**src/rtl/reg_dump_engine_pkg.sv**
```systemverilog
// Shared definitions for the register dump engine: FSM encoding, ASCII
// constants and row-layout helpers.
package reg_dump_engine_pkg;

    typedef logic [1:0] state_t;

    localparam logic [1:0] ST_IDLE  = 2'd0;
    localparam logic [1:0] ST_FETCH = 2'd1;
    localparam logic [1:0] ST_LATCH = 2'd2;
    localparam logic [1:0] ST_EMIT  = 2'd3;

    localparam logic [7:0] ASC_ZERO    = 8'h30;
    localparam logic [7:0] ASC_UPPER_A = 8'h41;
    localparam logic [7:0] ASC_X       = 8'h78;
    localparam logic [7:0] ASC_COLON   = 8'h3A;
    localparam logic [7:0] ASC_SPACE   = 8'h20;

    // Characters in the optional "xNN: " row prefix.
    localparam int LABEL_LEN = 5;

    function automatic int nib_count(input int data_width);
        return data_width / 4;
    endfunction

endpackage

```
**src/rtl/reg_dump_engine_nibble_to_ascii.sv**
```systemverilog
// One hex nibble to its uppercase ASCII digit.
module nibble_to_ascii
    import reg_dump_engine_pkg::*;
(
    input  logic [3:0] nib,
    output logic [7:0] ascii
);

    // 0-9 map onto '0'..'9', 10-15 onto 'A'..'F'.
    always_comb begin
        if (nib < 4'd10) ascii = ASC_ZERO + {4'b0000, nib};
        else             ascii = ASC_UPPER_A + {4'b0000, nib} - 8'd10;
    end

endmodule

```
**src/rtl/reg_dump_engine.sv**
```systemverilog
// Walks the register file and writes each register as a row of hex ASCII
// into the character buffer, optionally prefixed with a decimal "xNN: " label.
//
//   state    | meaning
//   ---------+----------------------------------------------------------
//   IDLE     | waiting for start; rejects out-of-range single-reg requests
//   FETCH    | reg_addr presents the current row index to the register file
//   LATCH    | snapshot reg_data so later register writes cannot tear the row
//   EMIT     | one character per accepted write, label first, MS nibble first
module reg_dump_engine
    import reg_dump_engine_pkg::*;
#(
    parameter int          DATA_WIDTH = 32,
    parameter int          NUM_REGS   = 32,
    parameter int          RIDX_W     = 5,
    parameter int          ADDR_WIDTH = 13,
    parameter int          ROW_STRIDE = 80,
    parameter int          BASE_ADDR  = 0,
    parameter int          LABEL_EN   = 1,
    parameter logic [23:0] ATTR       = 24'hFFFFFF
) (
    input  logic                  clk,
    input  logic                  rst,
    input  logic                  start,
    input  logic                  mode,
    input  logic [RIDX_W-1:0]     sel_reg,
    output logic                  busy,
    output logic                  done,
    output logic                  err,
    output logic [RIDX_W-1:0]     reg_addr,
    input  logic [DATA_WIDTH-1:0] reg_data,
    output logic                  char_wr_en,
    output logic [ADDR_WIDTH-1:0] char_wr_addr,
    output logic [31:0]           char_wr_data,
    input  logic                  char_wr_ready
);

    localparam int NIB   = nib_count(DATA_WIDTH);
    localparam int LBL   = LABEL_LEN * LABEL_EN;
    localparam int NCOL  = LBL + NIB;
    localparam int COL_W = $clog2(NCOL + 1);

    localparam logic [COL_W-1:0]  LBL_C      = COL_W'(LBL);
    localparam logic [COL_W-1:0]  LAST_COL   = COL_W'(NCOL - 1);
    localparam logic [RIDX_W-1:0] LAST_ROW   = RIDX_W'(NUM_REGS - 1);
    localparam logic [RIDX_W:0]   NUM_REGS_C = (RIDX_W + 1)'(NUM_REGS);

    state_t                  state;
    logic                    mode_q;
    logic [RIDX_W-1:0]       row;
    logic [COL_W-1:0]        col;
    logic [DATA_WIDTH-1:0]   snap;
    logic                    accept;
    logic [6:0]              row7;
    logic [6:0]              tens;
    logic [6:0]              ones;
    logic [7:0]              hex_ascii;
    logic [7:0]              ascii;
    logic [ADDR_WIDTH-1:0]   addr_calc;

    assign accept = (state == ST_EMIT) && char_wr_ready;

    // Sequencing: row/column walk, snapshot, done/err flags.
    always_ff @(posedge clk or posedge rst) begin
        if (rst) begin
            state    <= ST_IDLE;
            mode_q   <= 1'b0;
            row      <= '0;
            col      <= '0;
            snap     <= '0;
            reg_addr <= '0;
            done     <= 1'b0;
            err      <= 1'b0;
        end else begin
            done <= 1'b0;
            case (state)
                ST_IDLE: begin
                    if (start) begin
                        mode_q <= mode;
                        if (mode && ({1'b0, sel_reg} >= NUM_REGS_C)) begin
                            done <= 1'b1;
                            err  <= 1'b1;
                        end else begin
                            err      <= 1'b0;
                            row      <= mode ? sel_reg : '0;
                            reg_addr <= mode ? sel_reg : '0;
                            col      <= '0;
                            state    <= ST_FETCH;
                        end
                    end
                end
                ST_FETCH: state <= ST_LATCH;
                ST_LATCH: begin
                    snap  <= reg_data;
                    col   <= '0;
                    state <= ST_EMIT;
                end
                default: begin
                    if (accept) begin
                        // Hex columns consume the snapshot from the top nibble down.
                        if (col >= LBL_C) snap <= snap << 4;
                        if (col == LAST_COL) begin
                            col <= '0;
                            if (!mode_q && (row != LAST_ROW)) begin
                                row      <= row + 1'b1;
                                reg_addr <= row + 1'b1;
                                state    <= ST_FETCH;
                            end else begin
                                done  <= 1'b1;
                                state <= ST_IDLE;
                            end
                        end else begin
                            col <= col + 1'b1;
                        end
                    end
                end
            endcase
        end
    end

    // Decimal label digits; the row index is always below 100.
    assign row7 = 7'(row);
    assign tens = row7 / 7'd10;
    assign ones = row7 % 7'd10;

    nibble_to_ascii u_hex (
        .nib   (snap[DATA_WIDTH-1 -: 4]),
        .ascii (hex_ascii)
    );

    // Character for the current column: label prefix, else the next hex digit.
    always_comb begin
        ascii = hex_ascii;
        if (col < LBL_C) begin
            case (col)
                COL_W'(0): ascii = ASC_X;
                COL_W'(1): ascii = ASC_ZERO + {1'b0, tens};
                COL_W'(2): ascii = ASC_ZERO + {1'b0, ones};
                COL_W'(3): ascii = ASC_COLON;
                default:   ascii = ASC_SPACE;
            endcase
        end
    end

    // Buffer address wraps naturally at 2^ADDR_WIDTH.
    assign addr_calc = ADDR_WIDTH'(BASE_ADDR) + ADDR_WIDTH'(row) * ADDR_WIDTH'(ROW_STRIDE)
                     + ADDR_WIDTH'(col);

    // Outputs are functions of held state only, so they stay put while stalled.
    assign busy         = (state != ST_IDLE);
    assign char_wr_en   = (state == ST_EMIT);
    assign char_wr_addr = char_wr_en ? addr_calc : '0;
    assign char_wr_data = char_wr_en ? {ascii, ATTR} : '0;

endmodule

```
**config.mk**
```make
export PLATFORM = sky130hd
export DESIGN_NAME = reg_dump_engine
export DESIGN_NICKNAME = d
export VERILOG_FILES = /design/src/rtl/reg_dump_engine_pkg.sv /design/src/rtl/reg_dump_engine_nibble_to_ascii.sv /design/src/rtl/reg_dump_engine.sv
export SDC_FILE = /design/constraint.sdc
export NUM_CORES = 1
export LEC_CHECK = 0
export ABC_AREA = 1
export ABC_CLOCK_PERIOD_IN_PS = 1900
export BUFFER_PORTS_ARGS = -buffer_cell sky130_fd_sc_hd__buf_2
export CORE_ASPECT_RATIO = 0.7
export CORE_MARGIN = 1.5
export CORE_UTILIZATION = 30
export CTS_CLUSTER_DIAMETER = 60
export DETAILED_ROUTE_END_ITERATION = 12
export HOLD_SLACK_MARGIN = 0.08
export REMOVE_ABC_BUFFERS = 1
export SKIP_LAST_GASP = 1
export SLEW_MARGIN = 10
export SYNTH_ARGS = -nofsm -noshare
export SYNTH_HDL_FRONTEND = slang
export SYNTH_SLANG_ARGS = --single-unit
```
**constraint.sdc**
```tcl
create_clock -name clk -period 1.9 [get_ports clk]
set_input_delay 0.095 -clock clk [delete_from_list [all_inputs] [get_ports clk]]
set_output_delay 0.095 -clock clk [all_outputs]
set_load 0.02 [all_outputs]
```
==> summary.md, run 1 <==
| Metric | Value |
|---|---|
| Cells after Synth | 455 |
| Initial cell density of the core | 30.8% |
| Vias/cell | 4.58 |
| WP data required | about 1.8 ns |
| Slew headroom | 63.9% |
| Synth top area share | roughly a third |
| Core area | 11000 um2 |
| Synth top cells by count | inv_1, nand2_1, o21ai_0, dfrtp_1, o211ai_1 |
| Status | complete, but fails checks |
| R2r startpoint | row[1] |
| P&R area growth vs syn | 52.0% |
| Final Max Tran Viols | 0 |
| Gr ovfl total | 0 |
| Synth Register Bits | 45 |
| DR DRC count | 0 |
| Worst Clk Skew | 0.00454 ns |
| Netlist Area Pre-Place | 3390 um2 |
| N_diodes | 0 |
| Setup violators final | 13 |
| Worst Path Arrival | 2.13 ns |
| Number of synthesized flops with an enable pin | 0 |
| Fill cells | 1058 |
| P_leak | ~2.7 nW |
| Vias | ~3500 |
| Crit. End Element | primary output |
| Hold/Removal Path Class | in2reg |
| Critical path's largest stage delay | 0.44 ns |
| Drt first pass iters | 4 |
| Count leader, synth | inv_1 |
| Row cnt | 32 |
| Hold WS | 0.0749 ns |
| Full die area | 12000 um2 |
| Die Span X | about 130 um |
| CP dominant cell by count | nand2_2 |
| H-Tree Depth | 2 |
| Final wirelength | 10400 um |
| First-pass GRT wire length | 15100 um |
| Slowest-stage cell, CP | dfrtp_2 |
| Syn avg cell area | about 7.5 um2 |
| Post-synthesis cell type count | 39 |
| Top cells by area, synth | dfrtp_1, inv_1, nand2_1 |
| Pre-CTS WS | -0.129 ns |
| Worst setup margin | -0.326 ns |
| Share of layout cells above drive strength 1 | around 40% |
| Total track usage | 15.7% |
| RSZ-0062 raised after global routing | true |
| Hold_sp | reg_data[18] |
| Worst-Margin Slew | between 0.5 and 0.6 ns |
| Yosys warnings | 0 |
| Critical Path Source Type | flop |
| Num CTS Buffers | 5 |
| Buffers on Ports | 93 |
| R2r setup slk | -0.01 ns |
| Power per cell area | about 1800 nW/um2 |
| Top-Level Pins | 96 |
| TritonCTS clock tree | built |
| Failing checks | setup timing |
| Vias in the first global route | 3222 |
| RD Place Congestion | 0.855 |
| Post-synthesis sequential area ratio | 33.2% |
| Max Root-Sink Buffers | 2 |
| Crit share post-route | 117% |
| CTS Sinks | 45 |
| Chip height | 92.0 um |
| Max-cap viol count | 0 |
| Register clock-pin slew on the reported worst setup and hold paths | approximately 0.07 ns |
| Worst VDD drop | about 0.00064 V |
| Worst hold path endpoint | snap[18] |
| Clock root cell | clkbuf_16 |
| Area leader, netlist | dfrtp_1 |
| Setup CP Type | reg2out |
| 1st-iter DRT viols | a little under 200 |
| Ys async rst share | 100% |
| Worst r2r path cells | 13 |
| Top FF cell, synth | dfrtp_1 |
| Skew-Pair Late Insertion Delay | ~0.29 ns |
| Critical Path Fanout Max | 8 |
| Final Hold Fails | 0 |
| Critical register-to-register path endpoint | row[4] |
| WHS Path Cells | 3 |
| Initial antenna violation count | 0 |
| Tmin final | 2.23 ns |
| Post-layout net count | 671 |
| Fmax | 449 MHz |
| DRT antenna net count | 0 |
| WL/cell | 13.7 um |
| Largest net degree at the start of global routing | 65 |
| HPWL after detailed placement | 6690 um |
| Critical path, cell by cell | buf_6 -> ha_4 -> inv_4 -> nand2_2 -> nand2_2 -> nand2_4 -> nor2_4 -> nand3_4 -> o21ai_2 -> o211ai_1 -> a21oi_1 -> buf_4 |
[layout make-up]
cell class / instances / area [um2] / area share, %
Multi-Input combinational cell: 284 / 1910 / 37.0
Timing Repair Buffer: 188 / 1420 / 27.6
Sequential cell: 45 / 1130 / 21.9
Inverter: 84 / 320 / 6.21
Tap cell: 153 / 191 / 3.71
Clock buffer: 5 / 125 / 2.43
Clock inverter: 3 / 65.1 / 1.26
[layer usage]
| metal | vias up | GRT usage [%] | wire (um) | share of wire (%) |
|---|---|---|---|---|
| li1 | 1767 | - | - | - |
| met1 | 1645 | 22.7 | 5210 | 50 |
| met2 | 77 | 23.9 | 4730 | 45 |
| met3 | 4 | 3.50 | 460 | 4.4 |
| met4 | 0 | 3.06 | 38 | 0.36 |
| met5 | - | 0 | 0 | 0 |
[registers in the layout, indices dropped and copies added (netlist names)]
name    flops
snap       32
row         5
col         4
state       2
done        1
mode_q      1
[cell families (layout without fill, tap and decap cells)]
logic type | after synthesis | after routing | share of synthesized area, %
other | 1 | 2 | 0.111
adders and majority gates | 21 | 21 | 7.96
and+or+nand+nor | 151 | 151 | 21.3
muxes | 1 | 1 | 0.332
AOI/OAI and AO/OA | 108 | 108 | 19.4
xor gates and xnor gates | 1 | 1 | 0.258
buffers and inverters | 127 | 280 | 17.4
DFF | 45 | 45 | 33.2
[cell usage in the layout, fill, tap and decap left out, types with 3 or more instances in the layout]
cell type,count
buf_2,81
nand3_1,22
nand2_4,7
inv_1,67
dfrtp_1,44
ha_1,10
buf_12,4
buf_6,10
dlygate4sd3_1,29
nor2_1,21
ha_2,5
nand2_2,10
o21ai_1,16
nor3_2,3
o21ai_0,34
a31oi_1,3
ha_4,5
a21oi_2,3
o21ai_2,3
inv_2,14
nand2_1,69
clkbuf_16,8
a21oi_1,9
o211ai_1,31
nand3_4,4
nor2_2,4
buf_4,61
nand3_2,4
[how the worst max path moves through the flow]
stage	to	start	slack [ns]
after global routing	char_wr_data[27]	row[4]	-0.43
after CTS	char_wr_addr[11]	row[1]	-0.32
after global placement	char_wr_data[26]	row[3]	-0.05
after floorplan	char_wr_data[31]	state[0]	-3.75
final	char_wr_data[27]	row[4]	-0.33
after detailed placement	char_wr_data[27]	row[3]	-0.13
[power breakdown]
group	switching [mW]	leakage [nW]	internal [mW]
combinational	3.88	2.01	2.72
sequential	0.208	0.554	1.42
clock	0.384	0.0938	0.752
[per-stage QoR]
step | instance area (um2) | power [mW] | utilization, % | TNS, ns | instances
6_report | 5160 | 9.36 | 46.8 | -3.10 | 762
5_1_grt | 5160 | 10.1 | 46.8 | -4.98 | 762
4_1_cts | 4740 | 8.39 | 43.1 | -3.42 | 736
3_5_place_dp | 4060 | 6.72 | 36.8 | -0.769 | 691
3_3_place_gp | 4060 | 6.56 | 36.8 | -0.213 | 691
2_1_floorplan | 3120 | 4.75 | - | -271.85 | 413
[repair_timing]
action | CTS | global route
setup buffers | 8 | 22
hold endpoints to repair | 50 | 0
hold buffers | 29 | 0
pin swaps | 22 | 33
resized for setup | 44 | 50
gates cloned | 0 | 4
endpoints found under the setup margin | 12 | 52
[worst max-delay path, delay by kind of cell, from the launching register on]
kind	cells	cell delay, ns
buf+inv	3	0.38
flops	1	0.44
compound gates	3	0.37
simple gates	5	0.47
fa+ha+maj	1	0.17
No activity file was read; power rests on OpenSTA's default activity.
==> run 2: changes to the inputs <==
Settings changed: ABC_AREA 1 to not set.
==> summary.md, run 2 <==
| Metric | Value |
|---|---|
| RSZ-0062 raised after global routing | true |
| Worst VDD drop | 0.000873 V (+36%) |
| H-Tree Depth | 2 (unchanged) |
| Register Area | 1130 um2 (-0.11%) |
| Largest Register | snap |
| Worst Path Arrival | 2.34 ns (+0.21 ns) |
| Fmax | 411 MHz (-8.5%) |
| Synth Register Bits | 45 (unchanged) |
| CP top delay family | simple AND/OR/NAND/NOR gates |
| Chip height | 91.0 um (-1.0%) |
| Initial cell density of the core | 31.5% (+0.67 points) |
| Final Max Tran Viols | 0 (unchanged) |
| Tmin final | 2.43 ns (+0.207 ns) |
| Ys async rst share | 100% (unchanged) |
| Final wirelength | 8860 um (-15%) |
| R2r setup slk | -0.30 ns (-0.29 ns) |
| P&R area growth vs syn | 40.2% |
| DRT antenna net count | 0 (unchanged) |
| RD Place Congestion | 0.878 (+2.7%) |
| Synth top cells by count | nand2_1, dfrtp_1, o21ai_0, buf_4, mux2i_1 |
| Area leader, netlist | dfrtp_1 |
| Register clock-pin slew on the reported worst setup and hold paths | 0.06 ns (about the same) |
| Top cells by area, synth | dfrtp_1, mux2i_1, ha_1 |
| Cells after Synth | 389 (-15%) |
| Worst-Margin Slew | 0.595 ns (+0.0537 ns) |
| WHS Path Cells | 3 (unchanged) |
| Hold/Removal Path Class | in2reg |
| Power per cell area | 1980 nW/um2 (+9.1%) |
| Top-Level Pins | 96 (unchanged) |
| TritonCTS clock tree | built |
| Slowest-stage cell, CP | or4_4 |
| Slew headroom | 60.4% (-3.5 points) |
| Core area | 10600 um2 (-4.2%) |
| Initial antenna violation count | 0 (unchanged) |
| 1st-iter DRT viols | 145 (-26%) |
| Num CTS Buffers | 5 (unchanged) |
| Critical Path Fanout Max | 2 (-6) |
| Critical register-to-register path endpoint | row[0] |
| Final Hold Fails | 0 (unchanged) |
| Setup CP Type | reg2out |
| Vias/cell | 4.67 (+2.0%) |
| Crit share post-route | 128% (+11 points) |
| Crit. End Element | primary output |
| Status | complete, but fails checks |
| Syn avg cell area | 8.54 um2 (+15%) |
| Buffers on Ports | 93 (unchanged) |
| Full die area | 11700 um2 (-2.0%) |
| Largest regs | snap: 32 flops, row: 5 flops, col: 4 flops |
| Gr ovfl total | 0 (unchanged) |
| Clock root cell | clkbuf_16 |
| Yosys warnings | 0 (unchanged) |
| WL/cell | 13.6 um (-0.47%) |
| Hold_sp | reg_data[19] |
| Vias in the first global route | 2910 (-9.7%) |
| Buffers & Inverters on Critical Path | 2 (-1) |
| Worst Clk Skew | 0.0104 ns (+0.00587 ns) |
| Largest net degree at the start of global routing | 46 (-29%) |
| Drt first pass iters | 4 (unchanged) |
| CTS Sinks | 45 (unchanged) |
| Worst hold path endpoint | snap[19] |
| Die Span X | 129 um (-1.0%) |
| TNS Setup | -5.46 ns (-2.36 ns) |
| Setup violators final | 17 (+4) |
| Post-layout net count | 565 (-16%) |
| Share of layout cells above drive strength 1 | 41.8% (+1.8 points) |
| Row cnt | 31 (-3.1%) |
| Critical Path Source Type | flop |
| DR DRC count | 0 (unchanged) |
| Worst r2r path cells | 10 (-3) |
| Pre-CTS WS | -0.356 ns (-0.227 ns) |
| Failing checks | setup timing |
| WP data required | 1.80 ns (about the same) |
| Multi-input gate area | 2080 um2 (+8.9%) |
| Post-synthesis cell type count | 53 (+36%) |
| Commonest cells after routing, fill and taps aside | buf_2, nand2_1, buf_4 |
| Top FF cell, synth | dfrtp_1 |
| Synth top area share | 33.9% (+0.71 points) |
| Max Root-Sink Buffers | 2 (unchanged) |
| Netlist Area Pre-Place | 3320 um2 (-2.1%) |
| Vias | 3038 (-13%) |
| Count leader, synth | nand2_1 |
| R2r startpoint | row[1] |
| Critical path's largest stage delay | 0.48 ns (+0.04 ns) |
| Worst setup margin | -0.533 ns (-0.207 ns) |
| Post-synthesis sequential area ratio | 33.9% (+0.71 points) |
| Max-cap viol count | 0 (unchanged) |
| P_leak | 2.25 nW (-15%) |
| Fill cells | 1056 (-0.19%) |
| Total track usage | 15.1% (-0.59 points) |
| HPWL after detailed placement | 6440 um (-3.7%) |
| First-pass GRT wire length | 14200 um (-5.5%) |
| Number of flip-flops in the largest register | 32 (unchanged) |
| Number of synthesized flops with an enable pin | 0 (unchanged) |
| N_diodes | 0 (unchanged) |
| Most common cell after layout, fill and taps aside | buf_2 |
| Skew-Pair Late Insertion Delay | 0.28 ns (about the same) |
| Critical path, cell by cell | inv_2 -> nand2_4 -> ha_4 -> nor2b_4 -> a31o_1 -> o21a_4 -> or4_4 -> a41oi_2 -> buf_4 |
## run 2: cell type report
class                   instances  share of cell area (%)
repair buffers                155                    22.4
inverters                      17                    1.37
clock buffers                   5                    2.69
flip-flops and latches         45                    24.2
multi-input cells             278                    44.6
well taps                     148                    3.98
clock inverters                 2                   0.752
## run 2: cells by family (layout without fill, tap and decap cells)
family	after synthesis	count (layout)	share of synthesized area, %
mux	31	31	9.45
compound gates	89	89	16.3
fa+ha+maj	21	21	8.14
other cells	1	2	0.113
xor+xnor	3	3	0.791
simple gates	132	132	20.0
flops	45	45	33.9
buf+inv	67	179	11.3
## run 2: how the worst max path moves through the flow
stage                   from          endpoint  slack, ns  cells past startpoint
floorplan           state[0]          snap[10]      -4.27                      6
CTS                   row[3]  char_wr_data[26]      -0.54                      9
global route          row[3]  char_wr_data[26]      -0.62                      9
global placement      row[2]  char_wr_data[26]      -0.34                      9
detailed placement    row[3]  char_wr_data[26]      -0.36                      9
finish                row[2]  char_wr_data[26]      -0.53                      9
## run 2: per-stage QoR
step	total power [mW]	cell area (um2)	std cells	hold slack, ns	utilization [%]
2_1_floorplan	4.74	3010	340	0.240	-
3_3_place_gp	7.23	4070	628	0.286	38.6
3_5_place_dp	7.35	4070	628	0.280	38.6
4_1_cts	8.91	4550	648	0.0932	43.2
5_1_grt	9.98	4660	650	0.106	44.1
6_report	9.22	4660	650	0.0934	44.1
## run 2: repair_timing
item / 4_1_cts / 5_1_grt
pin swaps: 18 / 8
endpoints found under the hold margin: 51 / 0
cloned: 1 / 0
gates resized for setup: 54 / 22
setup endpoints to repair: 17 / 50
buffers inserted: 5 / 2
hold buffers: 7 / 0
## run 2: report_power, final
group | internal (mW) | switching (mW) | total, mW
Combinational | 2.99 | 3.63 | 6.62
Sequential | 1.37 | 0.277 | 1.65
Clock | 0.610 | 0.347 | 0.958
## run 2: per-layer routing
layer  part of all wire [%]  global-route usage [%]  up-vias  wire length, um
li1                       -                       -     1542                -
met1                     49                    21.9     1433             4330
met2                     46                    22.4       57             4070
met3                    4.4                    4.01        6              389
met4                   0.86                    3.28        0               76
met5                      0                       0        -                0
## run 2: worst register-to-register path: stages (launching register included)
cell and delay, ns:
dfrtp_1 0.40, buf_6 0.14, ha_4 0.15, and3_4 0.18, ha_4 0.16, nor2_4 0.08, or4b_4 0.48, a21oi_4 0.18
buf_6 0.16, nand4_1 0.10, o211ai_1 0.10
